**config.mk**
```make
export PLATFORM = sky130hd
export DESIGN_NAME = wb_tlc_req_sched
export DESIGN_NICKNAME = d
export VERILOG_FILES = /design/src/rtl/wb_tlc_req_sched.sv
export SDC_FILE = /design/constraint.sdc
export NUM_CORES = 1
export LEC_CHECK = 0
export CORE_ASPECT_RATIO = 1.4
export CORE_MARGIN = 4
export CORE_UTILIZATION = 30
export CTS_BUF_LIST = sky130_fd_sc_hd__clkbuf_8
export DETAILED_ROUTE_END_ITERATION = 6
export PLACE_DENSITY = 0.79
export SYNTH_ARGS = -nofsm -noshare
export SYNTH_HDL_FRONTEND = slang
export SYNTH_SLANG_ARGS = --single-unit
```
**constraint.sdc**
```tcl
create_clock -name wb_clk -period 6.1 [get_ports wb_clk]
set_input_delay 1.525 -clock wb_clk [delete_from_list [all_inputs] [get_ports wb_clk]]
set_output_delay 1.525 -clock wb_clk [all_outputs]
set_load 0.02 [all_outputs]
```
**src/rtl/wb_tlc_req_sched.sv**
```systemverilog
// Read-side scheduler for the PCIe request FIFO: pops whole TLPs and steers them to the
// write or read engine, rations outstanding reads with credits, and drains non-BAR TLPs.
module wb_tlc_req_sched #(
   parameter int c_DATA_WIDTH = 64,
   parameter int c_MAX_RD     = 4,
   parameter int c_CNT_WIDTH  = 16
) (
   input  logic                    wb_clk,
   input  logic                    rstn,
   input  logic                    tlp_avail,
   output logic                    fifo_ren,
   input  logic [c_DATA_WIDTH-1:0] fifo_dout,
   input  logic                    fifo_sop,
   input  logic                    fifo_eop,
   input  logic                    fifo_wrn,
   input  logic                    fifo_dwen,
   input  logic [6:0]              fifo_bar,
   output logic [c_DATA_WIDTH-1:0] out_data,
   output logic                    out_sop,
   output logic                    out_eop,
   output logic                    out_dwen,
   output logic [6:0]              out_bar,
   output logic                    wr_valid,
   input  logic                    wr_ready,
   output logic                    rd_valid,
   input  logic                    rd_ready,
   input  logic                    rd_cpl_done,
   output logic [3:0]              rd_credits_used,
   output logic [c_CNT_WIDTH-1:0]  drop_cnt,
   output logic                    busy
);

   typedef enum logic [2:0] {
      S_IDLE,
      S_FETCH,
      S_WR,
      S_RD,
      S_RDHOLD,
      S_DROP
   } state_t;

   localparam logic [3:0]             MAX_RD   = 4'(c_MAX_RD);
   localparam logic [c_CNT_WIDTH-1:0] CNT_ONE  = {{(c_CNT_WIDTH-1){1'b0}}, 1'b1};
   localparam logic [c_CNT_WIDTH-1:0] CNT_FULL = {c_CNT_WIDTH{1'b1}};

   state_t                   state_q, state_d;
   logic                     q_vld_q, q_vld_d;
   logic [3:0]               cred_q, cred_d;
   logic [c_CNT_WIDTH-1:0]   drop_q, drop_d;

   logic                     wr_vld, rd_vld, ren, dropping, consume;
   logic                     credit_ok, cred_inc, cred_dec;

   always_comb begin
      state_d   = state_q;
      wr_vld    = 1'b0;
      rd_vld    = 1'b0;
      ren       = 1'b0;
      dropping  = 1'b0;
      credit_ok = (cred_q < MAX_RD);

      case (state_q)
         S_IDLE: begin
            if (tlp_avail) begin
               ren     = 1'b1;
               state_d = S_FETCH;
            end
         end
         // Route is decided on the SOP word itself so the first word can go out this cycle.
         S_FETCH: begin
            if (!fifo_sop || fifo_bar == 7'd0) begin
               state_d = S_DROP;
            end else if (fifo_wrn) begin
               wr_vld  = q_vld_q;
               state_d = S_WR;
            end else if (credit_ok) begin
               rd_vld  = q_vld_q;
               state_d = S_RD;
            end else begin
               state_d = S_RDHOLD;
            end
         end
         S_RDHOLD: begin
            if (credit_ok) state_d = S_RD;
         end
         S_WR:   wr_vld   = q_vld_q;
         S_RD:   rd_vld   = q_vld_q;
         S_DROP: dropping = q_vld_q;
         default: state_d = S_IDLE;
      endcase

      consume = (wr_vld & wr_ready) | (rd_vld & rd_ready) | dropping;
      if (consume) begin
         if (fifo_eop) state_d = S_IDLE;
         else          ren     = 1'b1;
      end

      if (ren)          q_vld_d = 1'b1;
      else if (consume) q_vld_d = 1'b0;
      else              q_vld_d = q_vld_q;

      drop_d = drop_q;
      if (dropping && fifo_eop && drop_q != CNT_FULL) drop_d = drop_q + CNT_ONE;

      // A completion arriving with nothing outstanding is ignored.
      cred_inc = rd_vld & rd_ready & fifo_sop & credit_ok;
      cred_dec = rd_cpl_done & (cred_q != 4'd0);
      cred_d   = cred_q;
      if (cred_inc && !cred_dec)      cred_d = cred_q + 4'd1;
      else if (cred_dec && !cred_inc) cred_d = cred_q - 4'd1;
   end

   always_ff @(posedge wb_clk) begin
      if (!rstn) begin
         state_q <= S_IDLE;
         q_vld_q <= 1'b0;
         cred_q  <= 4'd0;
         drop_q  <= '0;
      end else begin
         state_q <= state_d;
         q_vld_q <= q_vld_d;
         cred_q  <= cred_d;
         drop_q  <= drop_d;
      end
   end

   assign fifo_ren        = ren;
   assign wr_valid        = wr_vld;
   assign rd_valid        = rd_vld;
   assign out_data        = fifo_dout;
   assign out_sop         = fifo_sop;
   assign out_eop         = fifo_eop;
   assign out_dwen        = fifo_dwen;
   assign out_bar         = fifo_bar;
   assign rd_credits_used = cred_q;
   assign drop_cnt        = drop_q;
   assign busy            = (state_q != S_IDLE);

endmodule

```
## Word level (Yosys, flattened, before mapping)

Index checks and enable logic that the tools add are counted.

- Bits in registers: 24
- Memory bits (read-only): 0
- Latch bits: 0
- Word-level logic and storage cells: 60
- Memories: 0
- Memory bits (writable): 0

- Reductions and logical operators: 15
- Magnitude comparators: 1
- Div/mod/pow operators: 0
- Equality and inequality tests: 6
- Muxes and demuxes: 24
- Multipliers: 0
- Add/sub/neg operators: 3
- Shift-type cells: 0
- Bitwise logic cells: 7

Operators by type and width:

| cell | count |
|---|---|
| $mux 3 | 7 |
| $add 16x1->16 const B | 1 |
| $ne 16x16->1 const B | 1 |
| $mux 1 | 12 |
| $pmux 3 s4 | 1 |
| $mux 4 | 2 |
| $logic_not 7->1 | 1 |
| $eq 3x2->1 const B | 2 |
| $eq 3x3->1 const B | 2 |
| $and 1x1->1 | 5 |
| $add 4x1->4 const B | 1 |
| $logic_and 1x1->1 | 4 |
| $lt 4x3->1 const B | 1 |
| $pmux 1 s2 | 2 |
| $reduce_bool 2->1 | 2 |
| $reduce_bool 4->1 | 1 |
| $sub 4x1->4 const B | 1 |
| $eq 3x1->1 const B | 1 |
| $logic_not 1->1 | 3 |
| $logic_not 3->1 | 1 |
| $reduce_bool 3->1 | 1 |
| $reduce_or 3->1 | 1 |
| $or 1x1->1 | 2 |
| $logic_or 1x1->1 | 1 |

## Depth between registers and ports, before layout

Gate-level depths: netlist of the first run.

- Word-level depth: 12
- Depth in mapped cells: 13
- Depth with buffers taken out: 12

## Least setup slack after synthesis of the first run

No wires, ideal clock.

- Path type: input-to-output
- From: input fifo_bar[2]
- To: output fifo_ren
- Arrival time: 3073 ps
- Slack: 1502 ps
- Stages: 5
- Cell sequence: or4_1 > o41ai_4 > o21ai_1 > a21oi_1 > o21ai_0

- Word-level cells in the longest chain between the ends: 8
- Elaborated cells on any way between the ends: 11

RTL lines:

| what | line | source |
|---|---|---|
| start: declaration | 17 | `input logic [6:0] fifo_bar,` |
| $logic_not 7->1 | 71 | `if (!fifo_sop \|\| fifo_bar == 7'd0) begin` |
| $logic_or 1x1->1 | 71 |  |
| $mux 1 | 71 |  |
| $pmux 1 s2 | 62 | `case (state_q)` |
| via rd_valid | 25 | `output logic rd_valid,` |
| $and 1x1->1 | 92 | `consume = (wr_vld & wr_ready) \| (rd_vld & rd_ready) \| dropping;` |
| $or 1x1->1 (2 in series) | 92 |  |
| $mux 1 | 93 | `if (consume) begin` |
| end: declaration | 11 | `output logic fifo_ren,` |

The timed path passes the listed nets, and every way through them passes these cells.

## Worst setup path in the final report of the first run

- From: input fifo_bar[2]
- To: output fifo_ren

- Word-level cells in the longest chain between the ends: 8
- Elaborated cells on any way between the ends: 11

RTL lines:

| what | line |
|---|---|
| $logic_not 7->1 (*) | 71 |
| $logic_or 1x1->1 (*) | 71 |
| $mux 1 | 71 |
| $pmux 1 s2 | 62 |
| $and 1x1->1 | 92 |
| $or 1x1->1 (*) (2 in series) | 92 |
| $mux 1 (*) | 93 |

Mark *: on every way between the ends. The rest lies on a longest branch, timed or not.

==> results by stage, run 1 <==
Critical path:
- The combined buffer and inverter count along the critical path is 2.
- The most numerous cell type found on the critical path is clkdlybuf4s50_1.
- The critical path goes through clkdlybuf4s50_1, or4_1, o41ai_4, o21ai_1, a21oi_1, o21ai_0, clkdlybuf4s50_1.
- In this design, the stage delay of the slowest critical-path cell is around 0.6 ns.
- Data arrives at the worst endpoint at slightly below 4 ns.
- The worst setup path is launched from an input port.
- The worst setup path is of the input port to output port kind.
- STA puts the critical path data required time at roughly 4.6 ns.
- The kind of cell adding the most delay to the critical path is buffers and inverters.
- The setup check on the worst reg-to-reg path leaves a slack of 3.06 ns.
- The element type at the critical path end is an output port.
- The highest fanout seen on the critical path is 5.
- Among all stages on the critical path, the largest delay is contributed by or4_1.

Placed design:
- The congestion estimate from routability-driven global placement came to 0.760.
- The half-perimeter wire length after detailed placement is a little under 4000 um.
- Prior to clock tree synthesis, the placed netlist has a worst setup slack of ~0.67 ns.
- Once placement finished, the instance area stood at 0.00193 mm^2.
- In this run the tool buffered the top-level ports with 48 buffer cells.

Cells and area:
- The post-route cell area is 0.00199 mm^2.
- The top cell types in the final layout, fill and taps aside, are clkdlybuf4s50_1, dfxtp_1, nor2_1, nand3_1, nand2_1.
- Registers take roughly 480 um^2.
- In the final layout, the multi-input gates occupy roughly 850 um^2.
- The synthesis-to-finish area growth is 2.19%.
- The post-layout utilization of the core is 31.8%.
- The ratio of cells with drive above 1 in the final layout is 4.21%.
- The number of antenna repair diodes is 0.
- For this run, the post-layout net count is roughly 300.
- The commonest non-fill, non-tap cell in the layout is clkdlybuf4s50_1.
- Counting the fill cells in the layout gives roughly 670.

Drt:
- The highest metal layer carrying signal wires in the routed design is met4.
- Detailed routing placed a total of ~2300 um of wire on met2.
- In the routed design, unresolved DRC markers number 0.
- After detailed routing, the number of vias per cell comes to roughly 5.2.
- The number of search-and-repair iterations in the first detailed-routing pass is 4.
- In the final routing, the length of wire on met1 measures 1520 um.
- Dividing the detail-routed wire length by the instance count gives 16.8 um.
- The wire length reported by the detailed router is 4800 um.
- The number of vias after detailed routing is 1,481.
- After detailed routing, the met3 layer carries 686 um of wire.
- The number of nets still failing antenna checks after routing is 0.
- The DRC marker count from the first detailed-route iteration is 58.

Synth:
- Synthesis instantiated 45 different standard cells from the library.
- The sequential element share of the synthesized area is 24.7%.
- The count of synthesis-stage warnings from yosys is 0.
- The cell area after synthesis is between 0.0015 and 0.002 mm^2.
- After synthesis, the share of flip-flops with an asynchronous set or reset is 0%.
- In this run, synthesis produced a sequential element count of 24.
- The dominant register cell in the synthesized netlist is dfxtp_1.
- A synthesized cell averages a little over 8 um^2.
- The number of cells produced by synthesis is around 240.
- The number of nets handed over by synthesis was 327.
- Counting flops with a built-in enable in the synthesized netlist gives 0.

Timing:
- The count of final max-slew check failures is 0.
- For this run, the top clock speed supported by timing is around 180 MHz.
- The aggregate negative setup slack is 0 ns.
- In the finished design, the share of the clock period the worst path needs comes to between 80% and 90%.
- The total of endpoints with negative setup slack in the final report is 0.
- At the pin with the least slew margin, the transition time is between 0.8 and 0.9 ns.
- Setup repair after global routing left no endpoint under its margin.
- On the final layout, the worst clock skew is 0.00184 ns.
- The post-layout minimum cycle time is around 5.5 ns.
- The worst slew slack as a fraction of its limit is about two fifths.
- Once routing completed, OpenROAD measured the worst setup slack at 0.648 ns.
- The final count of hold timing violations was 0.

Clock tree:
- The hold buffer count at cts is 0.
- The tree is rooted in a clkbuf_8.
- TritonCTS built the clock tree.
- The clock passes through at most 2 buffers.
- The CTS sink count is 24.
- In this run the post-CTS setup repair buffer count came out at 0.
- CTS built an H-tree with a depth of 1.
- The number of gates resized after CTS was 0.
- The clock latency reported for the late side of the worst-skew pair is about 0.26 ns.
- Clock-pin slew was measured on the worst setup and hold paths at 0.08 ns.
- Buffers inserted during clock tree synthesis total 3.

Pwr:
- The share of power burned in registers is 42.0%.
- The internal power of the cells totals around 0.00031 W.
- The design draws between 0.0004 and 0.0005 W.
- The analysis attributes to net switching a power of between 0.00015 and 0.0002 W.
- The analysis attributes to cell leakage a power of between 0.6 and 0.7 nW.
- The share of total power dissipated in combinational logic is between 30% and 40%.
- The peak ir drop on the vdd network is around 64 uV.
- In this run the power density over the cells is around 230 mW/mm^2.
- The proportion of power drawn by the clock network is 22.9%.
- The switching power share of the total is approximately 33%.

GRT:
- The total grt overflow is 0.
- The via count of the first global-routing pass is between 1,000 and 1,500.
- For this run, the total global-route usage over all layers was measured as a little under an eighth.
- The first-pass GRT wire length is between 7000 and 8000 um.
- The maximum number of pins on one net before global-route repair is 19.
- The initial antenna violation count is 0.

Floorplan:
- The number of standard-cell rows in the floorplan is 34.
- From bottom edge to top edge, the die measures a little over 100 um.
- The core outline area is roughly 0.0063 mm^2.
- The die width is between 70 and 80 um.
- For this configuration, the core starts out at a cell density of slightly above 30%.
- The area of the die is 0.00786 mm^2.
- Pin placement for this block handled approximately 180 I/O pins.

Run status:
- The run finished with clean final reports.

Hold path:
- The worst hold path class is register to register.

Run:
- Across the run, the number of max-cap violations was 0.
-- metrics by stage --
stage	cells	hold WS [ns]
2_1_floorplan	241	0.575
3_3_place_gp	282	0.495
3_5_place_dp	282	0.506
4_1_cts	286	0.524
5_1_grt	286	0.569
6_report	286	0.526
-- synthesized netlist by cell type, types with 2 or more instances --
cell | instances | area [um^2]
buf_4 | 74 | 556
dfxtp_1 | 24 | 480
nor2_1 | 22 | 82.6
nand3_1 | 13 | 65.1
nand2_1 | 12 | 45.0
nor3_1 | 9 | 45.0
a21oi_1 | 7 | 35.0
inv_1 | 7 | 26.3
xor2_1 | 7 | 61.3
xnor2_1 | 6 | 52.6
and3_1 | 5 | 31.3
ha_1 | 4 | 50.1
o21a_1 | 4 | 30.0
o21ai_0 | 4 | 20.0
clkbuf_1 | 3 | 11.3
nand4_1 | 3 | 18.8
or4_1 | 3 | 22.5
and2_1 | 2 | 12.5
nor3b_1 | 2 | 15.0
nor4_1 | 2 | 12.5
o21ai_1 | 2 | 10.0
o22ai_1 | 2 | 12.5
o31ai_1 | 2 | 15.0
-- power groups by stage --
stage                     logic (W)  clock network (W)  registers (W)
after floorplan            0.000169                  0       0.000193
after global placement     0.000161                  0       0.000197
after detailed placement   0.000163                  0       0.000197
after CTS                  0.000164           0.000110       0.000193
after global routing       0.000180           0.000116       0.000197
final                      0.000162           0.000106       0.000194
-- per-layer routing --
metal	GRT usage, %	vias to the layer above
met2	20.8	85
met5	0	-
met3	6.15	35
met4	6.86	0
met1	9.78	664
li1	-	697
-- path summary, 6_finish.rpt --
kind / from / to / cells after the start
min: drop_cnt[5]$_SDFFE_PN0P_ / drop_cnt[5]$_SDFFE_PN0P_ / 2
min reg2reg: drop_cnt[5]$_SDFFE_PN0P_ / drop_cnt[5]$_SDFFE_PN0P_ / 2
max: fifo_bar[2] / fifo_ren / 7
max reg2reg: state_q[0]$_SDFF_PN0_ / rd_credits_used[3]$_SDFFE_PN0P_ / 12
-- kinds of logic after synthesis --
| kind of cell | after synthesis | synth area share (%) |
|---|---|---|
| AND/OR/NAND/NOR | 82 | 22.4 |
| adder cells (fa/ha/maj) | 5 | 3.60 |
| buffers and inverters | 87 | 31.5 |
| multiplexers | 1 | 0.514 |
| flip-flops | 24 | 24.7 |
| AO/OA/AOI/OAI | 29 | 11.4 |
| XOR/XNOR | 13 | 5.85 |
-- cell type report --
| cell class | count | area share [%] |
|---|---|---|
| flip-flops and latches | 24 | 24.2 |
| repair buffers | 48 | 24.2 |
| well taps | 72 | 4.53 |
| inverters | 8 | 1.51 |
| clock buffers | 4 | 2.77 |
| multi-input cells | 130 | 42.9 |
-- registers in the layout (all words and copies together) (netlist names) --
name             flops
drop_cnt            16
q_vld_q              1
state_q              3
rd_credits_used      4
-- tightest hold or removal path: stages, from the launching register on --
cell and delay, ns:
dfxtp_1 0.35, o31ai_1 0.08, a21oi_1 0.05
No activity file was read; power rests on OpenSTA's default activity.
==> run 2: changes to the inputs <==
--- a/config.mk
+++ b/config.mk
@@ -5,12 +5,14 @@
 export SDC_FILE = /design/constraint.sdc
 export NUM_CORES = 1
 export LEC_CHECK = 0
+export CELL_PAD_IN_SITES_DETAIL_PLACEMENT = 0
+export CELL_PAD_IN_SITES_GLOBAL_PLACEMENT = 1
 export CORE_ASPECT_RATIO = 1.4
 export CORE_MARGIN = 4
-export CORE_UTILIZATION = 30
+export CORE_UTILIZATION = 22
 export CTS_BUF_LIST = sky130_fd_sc_hd__clkbuf_8
 export DETAILED_ROUTE_END_ITERATION = 6
-export PLACE_DENSITY = 0.79
+export PLACE_DENSITY_LB_ADDON = 0.1
 export SYNTH_ARGS = -nofsm -noshare
 export SYNTH_HDL_FRONTEND = slang
 export SYNTH_SLANG_ARGS = --single-unit
==> results by stage, run 2 (same netlist as run 1, synthesis figures left out) <==
Placed design:
- The number of buffer cells added on primary ports is 48.
- The placer's final routability congestion estimate is just under 0.7.
- The post-placement cell count is between 300 and 400.
- Once detailed placement completed, the half-perimeter wirelength came to 3670 um.

Critical path:
- Among the stages of the critical path, the cell type that occurs most often is clkdlybuf4s50_1.
- The signal on the critical path passes through clkdlybuf4s50_1, or4_1, o41ai_4, o21ai_1, a21oi_1, o21ai_0, clkdlybuf4s50_1.
- The highest cell delay on the worst timing path is approximately 0.58 ns.
- The combined buffer and inverter count along the critical path is 2.
- The worst setup path is captured at an output port.
- The critical path is of the input port to output port type.
- STA classifies the critical path startpoint as an input port.
- For this design, the slowest cell found on the critical path is or4_1.
- The data arrival time of the worst path is between 3 and 4 ns.
- Among cell families on the critical path, the largest total delay comes from buffers and inverters.
- The highest fanout seen on the critical path is 5.
- At the worst endpoint, the required time is between 4 and 5 ns.

Clock tree:
- The clock passes through at most 2 buffers.
- TritonCTS built the clock tree.
- The clock slew at the register clock pins of the worst setup and hold paths is ~0.090 ns.
- The number of H-tree levels is 1.
- The clock latency reported for the late side of the worst-skew pair is about 0.27 ns.
- The root buffer cell chosen for the clock tree is clkbuf_8.
- Buffers inserted to repair hold after CTS numbered 0.
- Once the clock tree was built, the resizer swapped 0 gates to a different size.
- The buffer count from post-CTS setup fixing is 0.
- The clock drives 24 sinks.
- The number of clock buffers inserted by TritonCTS is 3.

Cells and area:
- The library cell used most frequently in the layout, excluding fill and tap cells, is clkdlybuf4s50_1.
- The ratio of cells with drive above 1 in the final layout is under 10%.
- The finished layout holds 319 standard cells, fillers aside.
- The area growth from synthesis to layout is 4.31%.
- The register with the most flip-flops in the layout has 16 of them.
- 0 antenna diodes ended up in the layout.
- For this run, the post-layout net count is about 300.
- Leaving out fill and tap cells, the most frequent cells in the layout are clkdlybuf4s50_1, dfxtp_1, nor2_1, nand3_1, nand2_1.

Timing:
- For the pin with the worst max-slew slack, the measured transition is around 0.92 ns.
- The ratio of final minimum period to clock period is 88.9%.
- For the finished layout, the period the worst path requires is 5.42 ns.
- The final count of hold timing violations is 0.
- Setup repair after global routing left no endpoint under its margin.
- For the final database, setup skew stands at 0.00368 ns.
- The aggregate negative setup slack is 0 ns.
- The highest clock rate is 184 MHz.
- The total of endpoints with negative setup slack in the final report is 0.
- The count of final max-slew check failures came to 0.
- Headroom to the max-slew limit came out at about two fifths.

Floorplan:
- The core outline area is roughly 0.0086 mm^2.
- The height of the chip is between 100 and 150 um.
- In this run the horizontal extent of the chip is just under 90 um.
- between 150 and 200 I/O pins were placed.
- The effective utilization at floorplan is a little under a quarter.
- The area of the die is 0.0104 mm^2.
- The floorplan has 40 rows.

Pwr:
- The switching power share of the total is around a third.
- Per report_power, the combinational group accounts for between 30% and 40% of the total.
- In this run, flip-flops and latches consume a little over two fifths of the power.
- The analysis attributes to net switching a power of between 0.00015 and 0.0002 W.
- Total power for the finished layout comes to about 0.00047 W.
- The internal portion of the total power is ~0.00031 W.
- The peak ir drop on the vdd network is around 92 uV.
- For this design the ratio of total power to cell area is 230 mW/mm^2.
- The static leakage power is between 0.6 and 0.7 nW.
- The clock network is responsible for a little under a quarter of the overall power.

Drt:
- The per-cell via count in the routed design is 4.55.
- The DRC marker count from the first detailed-route iteration is 18.
- The wire length reported by the detailed router is approximately 4700 um.
- The detailed-route DRC error count is 0.
- The first TritonRoute pass finished after 4 iterations.
- The final route contains approximately 1,500 vias.
- Dividing the detail-routed wire length by the instance count gives around 15 um.
- The count of nets left with antenna violations once routing finished came out at 0.

Run status:
- The run finished with clean final reports.

GRT:
- The global-route usage over all layers is a little over 9%.
- The total grt overflow is 0.
- The initial antenna violation count was 0.
- The first global-routing pass estimated ~7600 um of wire.
- The via count of the first global-routing pass is 1,511.
- The maximum number of pins on one net before global-route repair is 19.

Hold path:
- The min-delay analysis places its worst path in the category register to register.

Run:
- Across the run, the number of max-cap violations was 0.
run 2: cell counts in the layout (fill, tap and decap cells not counted):
Identical to the previous run, type by type.
run 2: cell type report:
class,count,area (um^2)
fill,966,6580
multi-input combinational,130,852
sequential,24,480
timing repair buffer,48,480
tap,105,131
clock buffer,4,55.1
inverter,8,30.0
run 2: per-stage QoR:
stage | area (um^2) | setup slack (ns) | hold WS (ns) | utilization, %
after floorplan | 1950 | 1.50 | 0.575 | -
after global placement | 1970 | 0.667 | 0.529 | 22.9
after detailed placement | 1970 | 0.646 | 0.538 | 22.9
after CTS | 2030 | 0.648 | 0.553 | 23.6
after global routing | 2030 | 0.533 | 0.565 | 23.6
final | 2030 | 0.676 | 0.543 | 23.6
run 2: worst register-to-register path, cell delays in order, from the launching register on:
cell,delay [ns]
dfxtp_1,0.52
nor4bb_1,0.45
nand2_1,0.10
o21ai_1,0.28
and4_1,0.25
ha_1,0.19
inv_1,0.10
ha_1,0.28
a21o_1,0.18
a21oi_1,0.18
xnor2_1,0.09
or3_1,0.31
a21oi_1,0.14
run 2: per-layer routing:
metal	global-route usage (%)	vias up	part of all wire (%)
li1	-	701	-
met1	9.78	659	39
met2	15.5	66	48
met3	2.49	26	9.3
met4	5.09	0	4.3
met5	0	-	0
run 2: path summary, 6_finish.rpt:
path	startpoint	endpoint	slack (ns)	cells past startpoint
worst min-delay path	drop_cnt[1]$_SDFFE_PN0P_	drop_cnt[1]$_SDFFE_PN0P_	0.54	2
worst max-delay path	fifo_bar[2]	fifo_ren	0.68	7
worst min register to register	drop_cnt[1]$_SDFFE_PN0P_	drop_cnt[1]$_SDFFE_PN0P_	0.54	2
worst max register to register	state_q[0]$_SDFF_PN0_	rd_credits_used[3]$_SDFFE_PN0P_	2.96	12
run 2: power by group through the flow:
| stage | registers [W] | clock network, W | logic [W] |
|---|---|---|---|
| final | 0.000195 | 0.000111 | 0.000162 |
| after global routing | 0.000200 | 0.000124 | 0.000181 |
| after CTS | 0.000196 | 0.000119 | 0.000165 |
| after detailed placement | 0.000200 | 0 | 0.000165 |
| after global placement | 0.000201 | 0 | 0.000167 |
| after floorplan | 0.000193 | 0 | 0.000169 |
==> run 3: changes to the inputs <==
--- a/config.mk
+++ b/config.mk
@@ -9,7 +9,7 @@
 export CELL_PAD_IN_SITES_GLOBAL_PLACEMENT = 1
 export CORE_ASPECT_RATIO = 1.4
 export CORE_MARGIN = 4
-export CORE_UTILIZATION = 22
+export CORE_UTILIZATION = 20
 export CTS_BUF_LIST = sky130_fd_sc_hd__clkbuf_8
 export DETAILED_ROUTE_END_ITERATION = 6
 export PLACE_DENSITY_LB_ADDON = 0.1
==> constraint.sdc (replaced) <==
create_clock -name wb_clk -period 5 [get_ports wb_clk]
set_input_delay 1.25 -clock wb_clk [delete_from_list [all_inputs] [get_ports wb_clk]]
set_output_delay 1.25 -clock wb_clk [all_outputs]
set_load 0.02 [all_outputs]
==> results by stage, run 3 (same netlist as run 1, synthesis figures left out) <==
Timing:
- The final count of hold timing violations is 0.
- The aggregate negative setup slack is 0 ns.
- The ratio of final minimum period to clock period is between 90% and 100%.
- For the pin with the worst max-slew slack, the measured transition is just under 1 ns.
- Derived from the worst setup path, the maximum achievable clock frequency is about 210 MHz.
- The post-layout minimum cycle time is between 4 and 5 ns.
- The count of final max-slew check failures is 0.
- The worst hold margin is around 0.54 ns.
- Setup violations remaining at the end of the flow were counted as 0.
- The final setup skew is about 0.010 ns.
- The worst slew slack as a fraction of its limit is between 30 and 40%.
- Setup repair after global routing left no endpoint under its margin.

Cells and area:
- Once layout is done, the placed cells without fillers occupy 0.00204 mm^2.
- The ratio of cells with drive above 1 in the final layout is 4.65%.
- The count of placed standard cells in the final layout, fillers left out is approximately 330.
- The library cell used most frequently in the layout, excluding fill and tap cells, is clkdlybuf4s50_1.
- Summing all flip-flop and latch instances after layout gives 480 um^2.
- The synthesis-to-finish area growth is 5.02%.
- The multi-input combinational cells in the finished layout cover a total of around 850 um^2.
- The register with the most flip-flops in the layout has 16 of them.
- The count of nets after finishing is roughly 300.
- The top cell types in the final layout, fill and taps aside, are clkdlybuf4s50_1, dfxtp_1, nor2_1, nand3_1, nand2_1.
- The number of antenna repair diodes is 0.
- The number of filler cells placed in the layout is between 1,000 and 1,500.

Placed design:
- The half-perimeter wire length after detailed placement is 3800 um.
- The number of buffer cells added on primary ports is between 40 and 50.
- The post-placement cell count is 321.
- The placed instances occupy a cell area of slightly below 0.002 mm^2.
- At the end of routability-driven placement, the weighted congestion stood at roughly 0.74.

GRT:
- The via count of the first global-routing pass is 1,512.
- The first-pass GRT wire length is 7870 um.
- The initial antenna violation count is 0.
- Entering global routing, the biggest net connects 19 pins.
- In the global route stage, overall resource usage came out at around 8.4%.
- After global routing the overflow that remains totals 0.

Floorplan:
- The height of the chip is between 100 and 150 um.
- The floorplan has 42 rows.
- The number of primary I/O pins is 179.
- In this run the standard cell core region covers between 0.009 and 0.01 mm^2.
- The die width is approximately 91 um.
- The effective utilization at floorplan is between 20 and 25%.
- The area of the die is 0.0114 mm^2.

Critical path:
- For this run, the slowest stage of the critical path takes 0.58 ns.
- STA puts the critical path data arrival time at 3.54 ns.
- For the worst setup path, the data required time is around 3.8 ns.
- The type of the setup path with the least slack is input port to output port.
- Along the worst path, the maximum fanout reaches 5.
- The worst setup path is launched from an input port.
- The library cell appearing most often on the critical path is clkdlybuf4s50_1.
- Together, buffers and inverters on the worst path number 2.
- The signal on the critical path passes through clkdlybuf4s50_1, or4_1, o41ai_4, o21ai_1, a21oi_1, o21ai_0, clkdlybuf4s50_1.
- The element type at the critical path end is an output port.
- The worst-path cell with the longest stage delay is or4_1.
- The kind of cell with the highest combined delay along the critical path is buffers and inverters.

Drt:
- The number of search-and-repair iterations in the first detailed-routing pass is 4.
- The routed design has around 4900 um of wire.
- The first routing iteration left 24 violations.
- After detailed routing, the number of remaining DRC violations is 0.
- The routed layout has 1,462 vias.
- After detailed routing, the average wire length per cell comes to about 15 um.
- Using the TritonRoute via totals, the vias-per-cell ratio works out to 4.50.
- The count of nets left with antenna violations once routing finished came out at 0.

Clock tree:
- The number of clock buffers added by TritonCTS is 3.
- The hold buffer count at cts is 0.
- The clock tree from TritonCTS is built.
- After clock tree synthesis, the clock-pin slew on the worst setup and hold paths is roughly 0.080 ns.
- The number of H-tree levels is 1.
- Buffers added to address setup during post-CTS repair amount to 0.
- The CTS root buffer is clkbuf_8.
- The longest clock path from root to sink contains 2 buffers.
- At the later pin of the worst-skew pair, clock insertion delay measures between 0.2 and 0.3 ns.
- The clock net in this run drives a total of 24 sinks.
- Post-CTS repair changed the size of 0 cells.

Pwr:
- Summed over all cells, the static leakage comes to around 0.69 nW.
- IR analysis of the VDD net gives a maximum drop of slightly above 100 uV.
- The share of power burned in registers is a little over two fifths.
- The internal power contribution is around 0.00038 W.
- The proportion of power drawn by the clock network is a little under a quarter.
- Combinational cells account for between 30% and 40% of the total power.
- Dividing total power by cell area gives a power density of around 280 mW/mm^2.
- The total net switching power is 0.000195 W.
- The switching power share of the total is between 30% and 40%.

Run status:
- The run finished with clean final reports.

Hold path:
- The path class of the tightest hold or removal check is register to register.

Run:
- The number of maximum-capacitance constraint violations is 0.
-- run 3: worst reg2reg max path, cell delays in order, from the launching register on --
cell      delay (ns)
dfxtp_1         0.52
nor4bb_1        0.46
nand2_1         0.10
o21ai_1         0.17
buf_4           0.14
and4_1          0.21
ha_1            0.18
inv_1           0.09
ha_1            0.28
a21o_1          0.17
a21oi_1         0.17
xnor2_1         0.09
or3_1           0.30
a21oi_1         0.13
-- run 3: layer usage --
metal | wire length, um | part of all wire (%) | track usage (%) | vias up
met1 | 1990 | 41 | 9.16 | 666
met3 | 329 | 6.7 | 2.54 | 34
met5 | 0 | 0 | 0 | -
met2 | 2340 | 48 | 14.3 | 61
li1 | - | - | - | 701
met4 | 237 | 4.8 | 5.06 | 0
-- run 3: final cells by class --
| cell class | instances | share of cell area (%) |
|---|---|---|
| multi-input combinational | 130 | 41.7 |
| inverter | 8 | 1.47 |
| tap | 110 | 6.74 |
| timing repair buffer | 49 | 23.9 |
| clock buffer | 4 | 2.69 |
| sequential | 24 | 23.5 |
-- run 3: worst paths after layout --
path / from / endpoint / slack, ns / cells past startpoint
hold reg to reg: drop_cnt[5]$_SDFFE_PN0P_ / drop_cnt[5]$_SDFFE_PN0P_ / 0.54 / 2
setup / recovery: fifo_bar[2] / fifo_ren / 0.21 / 7
setup reg to reg: state_q[0]$_SDFF_PN0_ / rd_credits_used[3]$_SDFFE_PN0P_ / 1.90 / 13
hold / removal: drop_cnt[5]$_SDFFE_PN0P_ / drop_cnt[5]$_SDFFE_PN0P_ / 0.54 / 2
-- run 3: power by group through the flow --
stage / logic [W] / clock network (W) / registers (W)
floorplan: 0.000206 / 0 / 0.000236
global placement: 0.000206 / 0 / 0.000246
detailed placement: 0.000201 / 0 / 0.000245
CTS: 0.000203 / 0.000145 / 0.000240
global route: 0.000222 / 0.000151 / 0.000244
finish: 0.000198 / 0.000134 / 0.000239
-- run 3: through the flow --
| stage | setup slack (ns) | power (W) | util, % |
|---|---|---|---|
| floorplan | 0.912 | 0.000441 | - |
| global placement | 0.172 | 0.000452 | 21.0 |
| detailed placement | 0.170 | 0.000446 | 21.0 |
| CTS | 0.167 | 0.000588 | 21.6 |
| global route | 0.0589 | 0.000618 | 21.6 |
| finish | 0.212 | 0.000572 | 21.6 |
